## src/rtl/asteroids_pkg.sv

```systemverilog
// Shared definitions for the asteroids motion datapath.
//   - command opcodes carried on cmd_op
//   - default screen size and fixed-point format
//   - per-slot entity record at the default geometry
//   - sweep FSM state encoding
package asteroids_pkg;

  localparam logic [1:0] OP_SPAWN = 2'b00;
  localparam logic [1:0] OP_KILL  = 2'b01;
  localparam logic [1:0] OP_SETV  = 2'b10;
  localparam logic [1:0] OP_NOP   = 2'b11;

  localparam int SCREEN_X_MAX = 320;
  localparam int SCREEN_Y_MAX = 240;

  localparam int FRAC_DEF = 4;
  localparam int XW_DEF   = 10;
  localparam int YW_DEF   = 10;
  localparam int VW_DEF   = 8;

  typedef struct packed {
    logic                     active;
    logic [XW_DEF+FRAC_DEF-1:0] x_fx;
    logic [YW_DEF+FRAC_DEF-1:0] y_fx;
    logic signed [VW_DEF-1:0] vx;
    logic signed [VW_DEF-1:0] vy;
  } entity_t;

  typedef enum logic {
    ST_IDLE  = 1'b0,
    ST_SWEEP = 1'b1
  } sweep_state_t;

endpackage

```

## src/rtl/axis_wrap_step.sv

```systemverilog
// One axis of a slot update: fixed-point position plus signed velocity, with
// either toroidal wrap or out-of-range detection.
//   p_in         current position, unsigned fixed point (W integer, FRAC fraction)
//   v_in         signed velocity in sub-pixel units
//   p_out        next position (wrapped when WRAP=1, raw sum otherwise)
//   out_of_range raw sum fell outside [0, LIMIT<<FRAC)
module axis_wrap_step
  import asteroids_pkg::*;
#(
  parameter int W     = 10,
  parameter int FRAC  = 4,
  parameter int VW    = 8,
  parameter int LIMIT = 320,
  parameter int WRAP  = 1
) (
  input  logic [W+FRAC-1:0]    p_in,
  input  logic signed [VW-1:0] v_in,
  output logic [W+FRAC-1:0]    p_out,
  output logic                 out_of_range
);

  localparam int PW = W + FRAC;
  localparam int SW = PW + 1;
  localparam logic signed [SW-1:0] LIM = SW'(LIMIT << FRAC);

  logic signed [SW-1:0] sum;
  logic signed [SW-1:0] res;
  logic                 unused_res_msb;

  always_comb begin
    sum          = $signed({1'b0, p_in}) + $signed({{(SW-VW){v_in[VW-1]}}, v_in});
    out_of_range = (sum < 0) || (sum >= LIM);
    res          = sum;
    // |v| < LIM, so one correction always lands back in range.
    if (WRAP != 0) begin
      if (sum < 0) begin
        res = sum + LIM;
      end else if (sum >= LIM) begin
        res = sum - LIM;
      end
    end
  end

  assign p_out          = res[PW-1:0];
  assign unused_res_msb = res[SW-1];

endmodule

```

## src/rtl/entity_motion_engine.sv

```systemverilog
// Motion engine for N_ENT game entity slots. Each slot holds a fixed-point
// position and signed velocity; a sweep advances every active slot once, one
// slot per move_clk cycle. Commands (spawn/kill/set velocity) are accepted
// only while idle.
//   move_clk, reset_n      clock, synchronous active-low reset
//   enable                 request a sweep
//   cmd_valid/cmd_ready    command handshake (ready while idle)
//   cmd_op/slot/x/y/vx/vy  command payload
//   ent_active/ent_x/ent_y flattened per-slot state, slot i at [i*W +: W]
//   sweep_done             pulse after the last slot is updated
//   exit_event/exit_slot   pulse when a slot leaves the screen (WRAP=0)
//
// state    | meaning
// ---------+---------------------------------------------------------
// ST_IDLE  | accept commands; start a sweep on enable if no command
// ST_SWEEP | update slot idx each cycle; return to idle after last slot
module entity_motion_engine
  import asteroids_pkg::*;
#(
  parameter int N_ENT = 8,
  parameter int XW    = XW_DEF,
  parameter int YW    = YW_DEF,
  parameter int FRAC  = FRAC_DEF,
  parameter int VW    = VW_DEF,
  parameter int X_MAX = SCREEN_X_MAX,
  parameter int Y_MAX = SCREEN_Y_MAX,
  parameter int WRAP  = 1
) (
  input  logic                     move_clk,
  input  logic                     reset_n,
  input  logic                     enable,
  input  logic                     cmd_valid,
  output logic                     cmd_ready,
  input  logic [1:0]               cmd_op,
  input  logic [$clog2(N_ENT)-1:0] cmd_slot,
  input  logic [XW-1:0]            cmd_x,
  input  logic [YW-1:0]            cmd_y,
  input  logic [VW-1:0]            cmd_vx,
  input  logic [VW-1:0]            cmd_vy,
  output logic [N_ENT-1:0]         ent_active,
  output logic [N_ENT*XW-1:0]      ent_x,
  output logic [N_ENT*YW-1:0]      ent_y,
  output logic                     sweep_done,
  output logic                     exit_event,
  output logic [$clog2(N_ENT)-1:0] exit_slot
);

  localparam int IW  = $clog2(N_ENT);
  localparam int PXW = XW + FRAC;
  localparam int PYW = YW + FRAC;

  sweep_state_t state, state_nx;

  logic [IW-1:0]        idx;
  logic [N_ENT-1:0]     act;
  logic [PXW-1:0]       px [N_ENT];
  logic [PYW-1:0]       py [N_ENT];
  logic signed [VW-1:0] vx [N_ENT];
  logic signed [VW-1:0] vy [N_ENT];

  logic [PXW-1:0] nx;
  logic [PYW-1:0] ny;
  logic           x_exit, y_exit;
  logic           last_slot;
  logic [XW-1:0]  spawn_x;
  logic [YW-1:0]  spawn_y;

  assign last_slot = (idx == IW'(N_ENT - 1));
  assign spawn_x   = (cmd_x > XW'(X_MAX - 1)) ? XW'(X_MAX - 1) : cmd_x;
  assign spawn_y   = (cmd_y > YW'(Y_MAX - 1)) ? YW'(Y_MAX - 1) : cmd_y;

  axis_wrap_step #(
    .W(XW), .FRAC(FRAC), .VW(VW), .LIMIT(X_MAX), .WRAP(WRAP)
  ) u_step_x (
    .p_in(px[idx]), .v_in(vx[idx]), .p_out(nx), .out_of_range(x_exit)
  );

  axis_wrap_step #(
    .W(YW), .FRAC(FRAC), .VW(VW), .LIMIT(Y_MAX), .WRAP(WRAP)
  ) u_step_y (
    .p_in(py[idx]), .v_in(vy[idx]), .p_out(ny), .out_of_range(y_exit)
  );

  always_ff @(posedge move_clk) begin
    if (!reset_n) begin
      state <= ST_IDLE;
    end else begin
      state <= state_nx;
    end
  end

  // A pending command always wins over enable while idle.
  always_comb begin
    state_nx  = state;
    cmd_ready = 1'b0;
    case (state)
      ST_IDLE: begin
        cmd_ready = 1'b1;
        if (!cmd_valid && enable) begin
          state_nx = ST_SWEEP;
        end
      end
      ST_SWEEP: begin
        if (last_slot) begin
          state_nx = ST_IDLE;
        end
      end
      default: state_nx = ST_IDLE;
    endcase
  end

  always_ff @(posedge move_clk) begin
    if (!reset_n) begin
      idx        <= '0;
      act        <= '0;
      sweep_done <= 1'b0;
      exit_event <= 1'b0;
      exit_slot  <= '0;
      for (int i = 0; i < N_ENT; i++) begin
        px[i] <= '0;
        py[i] <= '0;
        vx[i] <= '0;
        vy[i] <= '0;
      end
    end else begin
      sweep_done <= 1'b0;
      exit_event <= 1'b0;
      if (state == ST_IDLE) begin
        if (cmd_valid) begin
          case (cmd_op)
            OP_SPAWN: begin
              act[cmd_slot] <= 1'b1;
              px[cmd_slot]  <= {spawn_x, {FRAC{1'b0}}};
              py[cmd_slot]  <= {spawn_y, {FRAC{1'b0}}};
              vx[cmd_slot]  <= cmd_vx;
              vy[cmd_slot]  <= cmd_vy;
            end
            OP_KILL: act[cmd_slot] <= 1'b0;
            OP_SETV: begin
              vx[cmd_slot] <= cmd_vx;
              vy[cmd_slot] <= cmd_vy;
            end
            default: ;
          endcase
        end else if (enable) begin
          idx <= '0;
        end
      end else begin
        if (act[idx]) begin
          // Without wrap, an exit on either axis kills the slot in place.
          if ((WRAP == 0) && (x_exit || y_exit)) begin
            act[idx]   <= 1'b0;
            exit_event <= 1'b1;
            exit_slot  <= idx;
          end else begin
            px[idx] <= nx;
            py[idx] <= ny;
          end
        end
        if (last_slot) begin
          idx        <= '0;
          sweep_done <= 1'b1;
        end else begin
          idx <= idx + 1'b1;
        end
      end
    end
  end

  always_comb begin
    ent_active = act;
    ent_x      = '0;
    ent_y      = '0;
    for (int i = 0; i < N_ENT; i++) begin
      ent_x[i*XW +: XW] = px[i][FRAC +: XW];
      ent_y[i*YW +: YW] = py[i][FRAC +: YW];
    end
  end

endmodule

```

## config.mk

```make
export PLATFORM = sky130hd
export DESIGN_NAME = entity_motion_engine
export DESIGN_NICKNAME = d
export VERILOG_FILES = /design/src/rtl/asteroids_pkg.sv /design/src/rtl/axis_wrap_step.sv /design/src/rtl/entity_motion_engine.sv
export SDC_FILE = /design/constraint.sdc
export NUM_CORES = 1
export LEC_CHECK = 0
export BUFFER_PORTS_ARGS = -buffer_cell sky130_fd_sc_hd__buf_4
export CAP_MARGIN = 20
export CELL_PAD_IN_SITES_DETAIL_PLACEMENT = 0
export CELL_PAD_IN_SITES_GLOBAL_PLACEMENT = 1
export CORE_ASPECT_RATIO = 2
export CORE_MARGIN = 2
export CORE_UTILIZATION = 47
export CTS_CLUSTER_SIZE = 12
export DETAILED_ROUTE_END_ITERATION = 8
export PLACE_DENSITY = 0.76
export SLEW_MARGIN = 30
export SYNTH_ARGS = -nofsm -noshare
export SYNTH_HDL_FRONTEND = slang
export SYNTH_SLANG_ARGS = --single-unit
```

## constraint.sdc

```tcl
create_clock -name move_clk -period 11.6 [get_ports move_clk]
set_clock_uncertainty 0.05 [all_clocks]
set_input_delay 1.16 -clock move_clk [delete_from_list [all_inputs] [get_ports move_clk]]
set_output_delay 1.16 -clock move_clk [all_outputs]
set_load 0.03 [all_outputs]
```

==> results.ini <==
[pwr]
p_seq_frac = 0.486
ir_drop_v = 0.0000820
switching_share = 0.268
p_clk_frac = 0.350
p_leak_nw = 8.22
power_density_nw_per_um2 = 144
p_sw_w = 0.000846
internal-power_w = 0.00230
power_frac_comb = 0.164
design_power_total_w = 0.00315

[timing]
slew_viol_final = 0
tns_ns = 0
rsz0062_at_grt = false
period_share = 0.526
fmax_mhz = 164
period_needed_ns = 6.10
tightest_slew_ns = 0.941
finalHoldViolations = 0
slew_headroom = 0.370
setup_violations = 0

[route]
drt-total-wl_mm = 53.6
firstDrtPassIters = 5
via_per_inst = 5.78
drt-initial-drc-count = 772
vias = 12400
wl_per_cell_um = 25.1
drc = 0
ant_nets = 0

[critical_path]
crit_type = flop to flop
start_kind = flop
end_kind = flop
crit_arrival_ns = 6.30
crit_fanout = 36
crit_required_ns = 11.80

[floorplanning]
dieArea_um2 = 43700
die_h_um = 294
start_util = 0.474
io_pins = 219
core.rowCount = 106
die_w_um = 149
coreArea_um2 = 41600

[global_route]
antenna_found_initial = 0
grt_pass1_wl_mm = 79.1
gr-total-overflow = 0
track_usage = 0.245
grt_pass1_vias = 13100
grt_start_max_net_pins = 52

[synthesis]
yosysMostFrequentCell = edfxtp_1
synth_cell_types = 82
post-synth-top-area-cell = edfxtp_1
yosysWarningCount = 0
synthFlopType = edfxtp_1
ys_seq_elements = 368
async_reset_ff_frac = 0
synth_edf_count = 352
synth_cells = 1542
ys_top_cells_by_count = 352 x edfxtp_1, 239 x nor2_1, 164 x buf_4
netlist_area_um2 = 19700
synth_top_cell_area_share = 0.536
syn_avg_cell_area_um2 = 12.8
yosys-top-cells-area = edfxtp_1 54%, mux4_2 10%, buf_4 6.2%
yosysSeqAreaShare = 0.552

[layout]
drive_gt1_frac = 0.293
seqCellArea_um2 = 10900
area_delta_synth_final_pct = 10.6
num_antenna_cells = 0
multi_input_area_um2 = 7360
nFillCells = 3599
fin_nets = 1665

[clock_tree]
cts_buffer_depth = 3
path_clk_slew_ns = 0.06
post-cts-setup-buffers = 0
numCtsBuffers = 37
root_buffer = clkbuf_16
numClockSinks = 368
cts_resized = 0
clock_latency_ns = 0.54
cts_tree = built
ctsHoldBuffers = 0
cts_max_level = 2

[placed_design]
hpwl_mm = 35.6
port_buffers = 214
place_congestion = 0.883

[job]
max_cap_violations = 0

[run_status]
status = finished clean

[hold_path]
hold_class = flop to flop

-- metal layers --
layer	part of all wire	wire, um	global-route usage	vias to the layer above
li1	-	-	-	5567
met1	0.34	18300	0.265	6213
met2	0.58	30900	0.479	484
met3	0.050	2660	0.0273	108
met4	0.033	1800	0.0925	0
met5	0	0	0	-
-- layout make-up --
class	instances	area share
sequential	368	0.499
multi-input combinational	917	0.337
timing repair buffer	237	0.0815
clock buffer	51	0.0448
tap	540	0.0309
inverter	22	0.00378
clock inverter	6	0.00292
-- cells in the final DEF, fill, tap and decap left out, types with 5 or more instances in the layout --
cell / instances
o211a_1: 11
a21oi_1: 18
dfxtp_1: 13
nor3_1: 38
clkbuf_1: 14
nand3_1: 15
xnor2_1: 18
or3_1: 13
nor2_1: 238
o21ai_0: 19
nand2_2: 8
clkbuf_16: 37
mux2i_1: 9
mux4_2: 90
ha_1: 35
a211oi_1: 5
xor2_1: 10
nand2_1: 56
edfxtp_1: 352
o21ai_1: 9
mux2_2: 39
a21o_1: 13
a31oi_1: 5
o221ai_1: 7
and2_1: 135
o21a_1: 7
nand2b_1: 10
inv_1: 20
nand4_1: 11
buf_4: 237
-- power groups by stage --
stage               clock [W]  sequential (W)  combinational [W]
floorplan                   0         0.00154           0.000395
global placement            0         0.00156           0.000510
detailed placement          0         0.00156           0.000515
CTS                   0.00112         0.00153           0.000518
global route          0.00116         0.00153           0.000555
finish                0.00110         0.00153           0.000518
-- kinds of logic after synthesis --
| kind of cell | after synthesis | share of synthesized area |
|---|---|---|
| multiplexers | 142 | 0.133 |
| flip-flops | 368 | 0.552 |
| buffers and inverters | 260 | 0.0815 |
| other | 1 | 0.000190 |
| adder cells (fa/ha/maj) | 37 | 0.0242 |
| AND/OR/NAND/NOR | 553 | 0.135 |
| XOR/XNOR | 31 | 0.0149 |
| AO/OA/AOI/OAI | 150 | 0.0595 |
-- critical path, stage by stage (launching register included) --
cell and delay, ns:
dfxtp_4 0.66, buf_4 0.68, mux4_2 0.59, mux2i_1 0.34
inv_1 0.09, ha_1 0.33, a211oi_2 0.28, o21ai_1 0.16
a21oi_2 0.19, xor2_1 0.13, inv_2 0.12, ha_1 0.26
nand2_1 0.08, or3_1 0.32, a211oi_1 0.18, nand4_1 0.20
a211oi_2 0.42, mux2i_1 0.17, nor3_2 0.43, nor2_1 0.08
-- metrics by stage --
| stage | cell area, um2 | hold WS, ns | setup slack, ns | utilization | instances |
|---|---|---|---|---|---|
| floorplan | 19700 | 0.550 | 6.18 | - | 1545 |
| global placement | 20700 | 0.453 | 5.59 | 0.498 | 2084 |
| detailed placement | 20800 | 0.477 | 5.45 | 0.499 | 2084 |
| CTS | 21800 | 0.496 | 5.42 | 0.524 | 2141 |
| global route | 21800 | 0.509 | 4.91 | 0.524 | 2141 |
| finish | 21800 | 0.488 | 5.50 | 0.524 | 2141 |
-- worst paths after layout --
path | endpoint | slack [ns] | from | cells past startpoint
worst max-delay path | py[0][8]$_SDFFCE_PN0P_ | 5.50 | flop | 19
worst min-delay path | flop | 0.49 | flop | 1
worst max register to register | py[0][8]$_SDFFCE_PN0P_ | 5.50 | flop | 19
worst min register to register | flop | 0.49 | flop | 1
-- state kept, by name, summed over array words and instances (netlist names), named ones only --
| register | count |
|---|---|
| px | 112 |
| py | 112 |
| vx | 64 |
| vy | 64 |
| idx | 3 |
| state | 1 |
| sweep_done | 1 |
(Power assumes the default switching activity.)
